`config.mk`:
```
export PLATFORM = sky130hd
export DESIGN_NAME = sd_clk_gen
export DESIGN_NICKNAME = d
export VERILOG_FILES = /design/src/rtl/sd_clk_gen.sv
export SDC_FILE = /design/constraint.sdc
export NUM_CORES = 1
export LEC_CHECK = 0
export CAP_MARGIN = 10
export CORE_MARGIN = 3
export CORE_UTILIZATION = 50
export DETAILED_ROUTE_END_ITERATION = 10
export PLACE_DENSITY = 0.81
export SETUP_SLACK_MARGIN = 0.3
export SYNTH_ARGS = -nofsm -noshare
export SYNTH_HDL_FRONTEND = slang
export SYNTH_SLANG_ARGS = --single-unit
```
`constraint.sdc`:
```
create_clock -name clk -period 3.3 [get_ports clk]
set_input_delay 0.66 -clock clk [delete_from_list [all_inputs] [get_ports clk]]
set_output_delay 0.66 -clock clk [all_outputs]
set_load 0.02 [all_outputs]
```
`src/rtl/sd_clk_gen.sv`:
```
// SD card clock generator: 50%-duty sd_clk from the system clock with edge strobes.
// Divisor changes and start/stop only take effect at phase boundaries, so sd_clk never runts.
module sd_clk_gen #(
   parameter int unsigned     CW       = 16,
   parameter logic [CW-1:0]   INIT_DIV = 16'd63
) (
   input  logic          clk,
   input  logic          reset,
   input  logic [CW-1:0] count,
   input  logic          load,
   input  logic          en,
   output logic          sd_clk,
   output logic          rise_stb,
   output logic          fall_stb,
   output logic          stopped,
   output logic [CW-1:0] cur_div
);

   typedef enum logic [1:0] {
      ST_STOP,
      ST_LOW,
      ST_HIGH
   } state_t;

   state_t        state_q;
   logic [CW-1:0] cnt_q;
   logic [CW-1:0] cur_div_q;
   logic [CW-1:0] pend_q;
   logic          pend_vld_q;
   logic          sd_clk_q;
   logic          rise_q;
   logic          fall_q;
   logic          stopped_q;

   logic [CW-1:0] eff_count;
   logic [CW-1:0] cur_div_d;
   logic          last_cnt;

   assign eff_count = (count == '0) ? CW'(1) : count;
   assign last_cnt  = (cnt_q == cur_div_q - CW'(1));

   // At an apply point a same-cycle load wins over the older pending value.
   always_comb begin
      cur_div_d = cur_div_q;
      if (load) begin
         cur_div_d = eff_count;
      end else if (pend_vld_q) begin
         cur_div_d = pend_q;
      end
   end

   always_ff @(posedge clk or negedge reset) begin
      if (!reset) begin
         state_q    <= ST_STOP;
         cnt_q      <= '0;
         cur_div_q  <= INIT_DIV;
         pend_q     <= INIT_DIV;
         pend_vld_q <= 1'b0;
         sd_clk_q   <= 1'b0;
         rise_q     <= 1'b0;
         fall_q     <= 1'b0;
         stopped_q  <= 1'b1;
      end else begin
         rise_q <= 1'b0;
         fall_q <= 1'b0;
         if (load) begin
            pend_q     <= eff_count;
            pend_vld_q <= 1'b1;
         end
         case (state_q)
            ST_STOP: begin
               sd_clk_q   <= 1'b0;
               cnt_q      <= '0;
               cur_div_q  <= cur_div_d;
               pend_vld_q <= 1'b0;
               if (en) begin
                  state_q   <= ST_LOW;
                  stopped_q <= 1'b0;
               end else begin
                  stopped_q <= 1'b1;
               end
            end
            ST_LOW: begin
               if (last_cnt) begin
                  cnt_q <= '0;
                  if (en) begin
                     state_q  <= ST_HIGH;
                     sd_clk_q <= 1'b1;
                     rise_q   <= 1'b1;
                  end else begin
                     state_q   <= ST_STOP;
                     stopped_q <= 1'b1;
                  end
               end else begin
                  cnt_q <= cnt_q + CW'(1);
               end
            end
            ST_HIGH: begin
               // en is not sampled here: a started high phase always completes.
               if (last_cnt) begin
                  state_q    <= ST_LOW;
                  sd_clk_q   <= 1'b0;
                  fall_q     <= 1'b1;
                  cnt_q      <= '0;
                  cur_div_q  <= cur_div_d;
                  pend_vld_q <= 1'b0;
               end else begin
                  cnt_q <= cnt_q + CW'(1);
               end
            end
            default: begin
               state_q   <= ST_STOP;
               sd_clk_q  <= 1'b0;
               cnt_q     <= '0;
               stopped_q <= 1'b1;
            end
         endcase
      end
   end

   assign sd_clk   = sd_clk_q;
   assign rise_stb = rise_q;
   assign fall_stb = fall_q;
   assign stopped  = stopped_q;
   assign cur_div  = cur_div_q;

endmodule

```
# == Word level (Yosys, flattened, before mapping) ==
# Cells that the tools add are included.
# totals
regBits,55
inputBits,20
out_inout_bits,20
wordCells,56
# classes
n_bitwise,1
add_sub_neg,2
reduce_logical,8
mux,28
n_eq_ne,8
# op_table
operator,n
16-bit two-way mux,6
16-bit case mux with 2 select lines,1
"16-bit by 1-bit adder with 16-bit output, second input constant",1
16-bit equality test,1
16-bit logical NOT,1
"16-bit by 1-bit subtractor with 16-bit output, second input constant",1
1-bit two-way mux,13
"2-bit inequality test, second input constant",5
3-bit AND reduction,3
2-bit two-way mux,4
2-bit case mux with 3 select lines,1
1-bit case mux with 2 select lines,2
1-bit case mux with 3 select lines,1
"2-bit by 1-bit equality test with 1-bit output, second input constant",1
"2-bit equality test, second input constant",1
2-bit logical NOT,1
2-bit AND reduction,1
2-bit nonzero test,1
2-bit OR reduction,1
1-bit inverter,1

# == Longest topological paths before layout ==
# depth
depth_word,5
depth_mapped,11
depth_no_buf,9

# == Worst setup path before layout ==
# No wires, ideal clock.
# synth_timing
path_type,flip-flop to flip-flop
startpoint,reg cur_div_q[0] (netlist: cur_div[0])
endpoint,reg cur_div_q[10] (netlist: cur_div[10])
arrival_time_ns,2.999
period_less_slack_ns,3.124
slack_ns,0.176
n_path_buf,2
required_time_ns,3.175
path_stages_with_launch,12
setup_ns,0.125
path_cell_list,dfstp_2 > inv_1 > ha_1 > clkbuf_1 > o21bai_1 > a211oi_1 > a211oi_1 > o22ai_1 > nand3_1 > o41ai_4 > buf_8 > mux2_4
# synth_between
elab_chain_cells,4
# synth_lines
element,line_no,text
"start, declared",27,logic [CW-1:0] cur_div_q;
"start signal, assigned",74,cur_div_q <= cur_div_d;
"start signal, assigned",105,cur_div_q <= cur_div_d;
16-bit by 1-bit subtractor with 16-bit output,40,assign last_cnt = (cnt_q == cur_div_q - CW'(1));
16-bit equality test,40,
2-bit inequality test (no source line),--,
2-bit AND reduction (no source line),--,
# No other way between the ends.
# A chain may end at the register's enable or synchronous reset.

# == Worst setup path in the final report ==
# layout_timing
startpoint,reg cur_div_q[3] (netlist: cur_div[3])
endpoint,reg cur_div_q[11] (netlist: cur_div[11])
# The elaborated chain is that of the path after synthesis.

==> flow_summary.toml <==
[run_status]
status = "complete, no violations"

[global_routing]
grt_max_degree = 51
grt_pass1_wl_mm = 11.9
grt_usage = 0.206
grt_antenna_before_repair = 0
overflow = 0
grt_pass1_vias = 2464

[drt]
via_per_inst = 5.97
drc = 0
post_drt_wl_per_cell_microns = 17.6
via_count = 2530
routed_wl_mm = 7.47
drt-pass1-iter-count = 4
ant_nets = 0
detail_route.iter0.violations = 195

[logic_synthesis]
synth_edf_count = 0
synthCells = 287
synth.net_count = 313
synth.area.top_cells = "dfrtp_1, dfstp_2, mux2_2, mux2_4, xnor2_1"
synth-simple-area-share = 0.191
avgSynthCellArea_sq_um = 10.7
postSynth.asyncResetShare = 1.00
synth-xor-area-share = 0.0880
yosysWarnings = 0
synth_top_family_by_area = "simple AND/OR/NAND/NOR gates"
synth_top_cell_by_area = "dfrtp_1"
synth.ff_latch_count = 55
ys_types = 51
ys_seq_area_frac = 0.452
synth_compound_area_frac = 0.0815
synth_fa_ha_area_frac = 0.0243
synth_top_area_share = 0.341
synth.area.mux_share = 0.139
ys.flop_type = "dfrtp_1"
synth_area_sq_um = 3080

[worst_setup_path]
critical_path_class = "flip-flop to flip-flop"
critPathLaunchType = "flip-flop"
cp-end-kind = "flip-flop"
worstPathRequired_ps = 3500
crit_fanout = 8
arrival_ps = 3190

[timing]
finalHoldViolCount = 0
rsz0062_at_grt = "no"
relSlewSlack = 0.274
fmax_ghz = 0.335
worst_pin_slew_ps = 1090
setup_tns_ps = 0
slew_violations = 0
setup_viol = 0
final.setup.worst_slack_ps = 315
post-route-min-period_ps = 2980
clock_skew_ps = 2.26
period_share = 0.905

[final_layout]
fin_area_sq_um = 4000
drive_gt1_frac = 0.301
area_growth_pct = 29.5
final_util = 0.696
final_cell_mix = "dfrtp_1, clkdlybuf4s50_1, nor2_1"
diodes = 0
num-nets-final = 377

[place]
dp_hpwl_mm = 4.90
io_buffers = 39
placed_cell_area_sq_um = 3580
place_ws_ps = 235
place_congestion = 0.814

[clock_tree]
cts_sinks = 55
cts_max_path_buffers = 2
clockRootBuffer = "clkbuf_8"
clkLatencyLatePin_ps = 310
clkTransAtPathRegs_ps = 90
cts_buffers = 5
htreeDepth = 2
cts_tree = "done"

[floorplan]
fp.dieArea_sq_um = 7150
fp.coreArea_sq_um = 5740
die_x_microns = 84.5
die_h_microns = 84.5
pin_count = 40
row_count = 27
start_util = 0.537

[power]
cellLeakagePower_nw = 1.67
powerDensity_nw_per_um2 = 847
vdd_drop_max_mv = 0.577
power_mw = 3.38

[flow_run]
cap_violations = 0

[worst_hold_path]
min-delay-path-class = "flip-flop to flip-flop"
## timing repair
action	CTS	global route
hold buffers	0	0
gates cloned	1	0
pin swaps	3	15
gates resized for setup	8	14
setup endpoints to repair	16	16
setup buffers	4	17
## path summary, 6_finish.rpt
check | from | to | slack [ps] | cells past startpoint
worst max-delay path | cur_div[3]$_DFFE_PN1P_ | cur_div[11]$_DFFE_PN0P_ | 320 | 9
worst min-delay path | pend_q[0]$_DFFE_PN1P_ | pend_q[0]$_DFFE_PN1P_ | 500 | 2
worst max register to register | cur_div[3]$_DFFE_PN1P_ | cur_div[11]$_DFFE_PN0P_ | 320 | 9
worst min register to register | pend_q[0]$_DFFE_PN1P_ | pend_q[0]$_DFFE_PN1P_ | 500 | 2
max in group asynchronous | reset | pend_q[1]$_DFFE_PN1P_ | 1980 | 2
min in group asynchronous | reset | pend_q[6]$_DFFE_PN0P_ | 540 | 1
## Yosys cell counts, types with 6 or more instances
library cell / number
xor2_1: 14
dfrtp_1: 42
o21ai_0: 6
nor3_1: 7
nor2_1: 36
mux2_2: 23
ha_1: 6
inv_1: 8
nand2_1: 13
clkbuf_1: 7
nand3_1: 13
nor4_1: 6
nand4_1: 10
mux2_4: 10
xnor2_1: 17
dfstp_2: 13
## per-stage QoR
stage                     cells  hold slack, ps
final                       424             499
after detailed placement    394             483
after floorplan             287             364
after global placement      394             481
after global routing        424             534
after CTS                   407             500
## critical path: stages (launching register included)
cell and delay, ps:
dfstp_2 620, nor3_1 130, and2_1 180, or4_4 560, a21boi_4 200, nand3_4 110, o41ai_4 410, buf_4 200
buf_12 120, mux2_2 330
## metal layers
layer	vias up	part of all wire	global-route usage	routed length [microns]
li1	1160	-	-	-
met1	1249	0.42	0.269	3130
met2	94	0.50	0.337	3710
met3	27	0.055	0.0422	414
met4	0	0.029	0.0763	216
met5	-	0	0	0
## layout make-up
type / count / area (sq um)
flip-flops and latches: 55 / 1400
repair buffers: 66 / 626
clock inverters: 2 / 60.1
inverters: 8 / 30.0
clock buffers: 6 / 72.6
multi-input cells: 215 / 1720
fillers: 412 / 1750
well taps: 72 / 90.1
## cell families after synthesis
| group | after synthesis |
|---|---|
| AOI/OAI and AO/OA | 32 |
| buffers and inverters | 17 |
| adders and majority gates | 6 |
| xor gates and xnor gates | 31 |
| and+or+nand+nor | 111 |
| muxes | 35 |
| DFF | 55 |
## registers in the layout, indices dropped and copies added (netlist names)
name,flops
rise_stb,1
pend_vld_q,1
pend_q,16
stopped,1
fall_stb,1
cnt_q,16
sd_clk,1
cur_div,16
state_q,2
## power breakdown
| group | leakage, nW | total [mW] | internal [mW] | switching (mW) |
|---|---|---|---|---|
| Clock | 0.0654 | 0.519 | 0.303 | 0.216 |
| Combinational | 0.936 | 1.71 | 0.909 | 0.798 |
| Sequential | 0.668 | 1.16 | 0.871 | 0.285 |
Note: power is estimated with default switching activity, not from simulation.
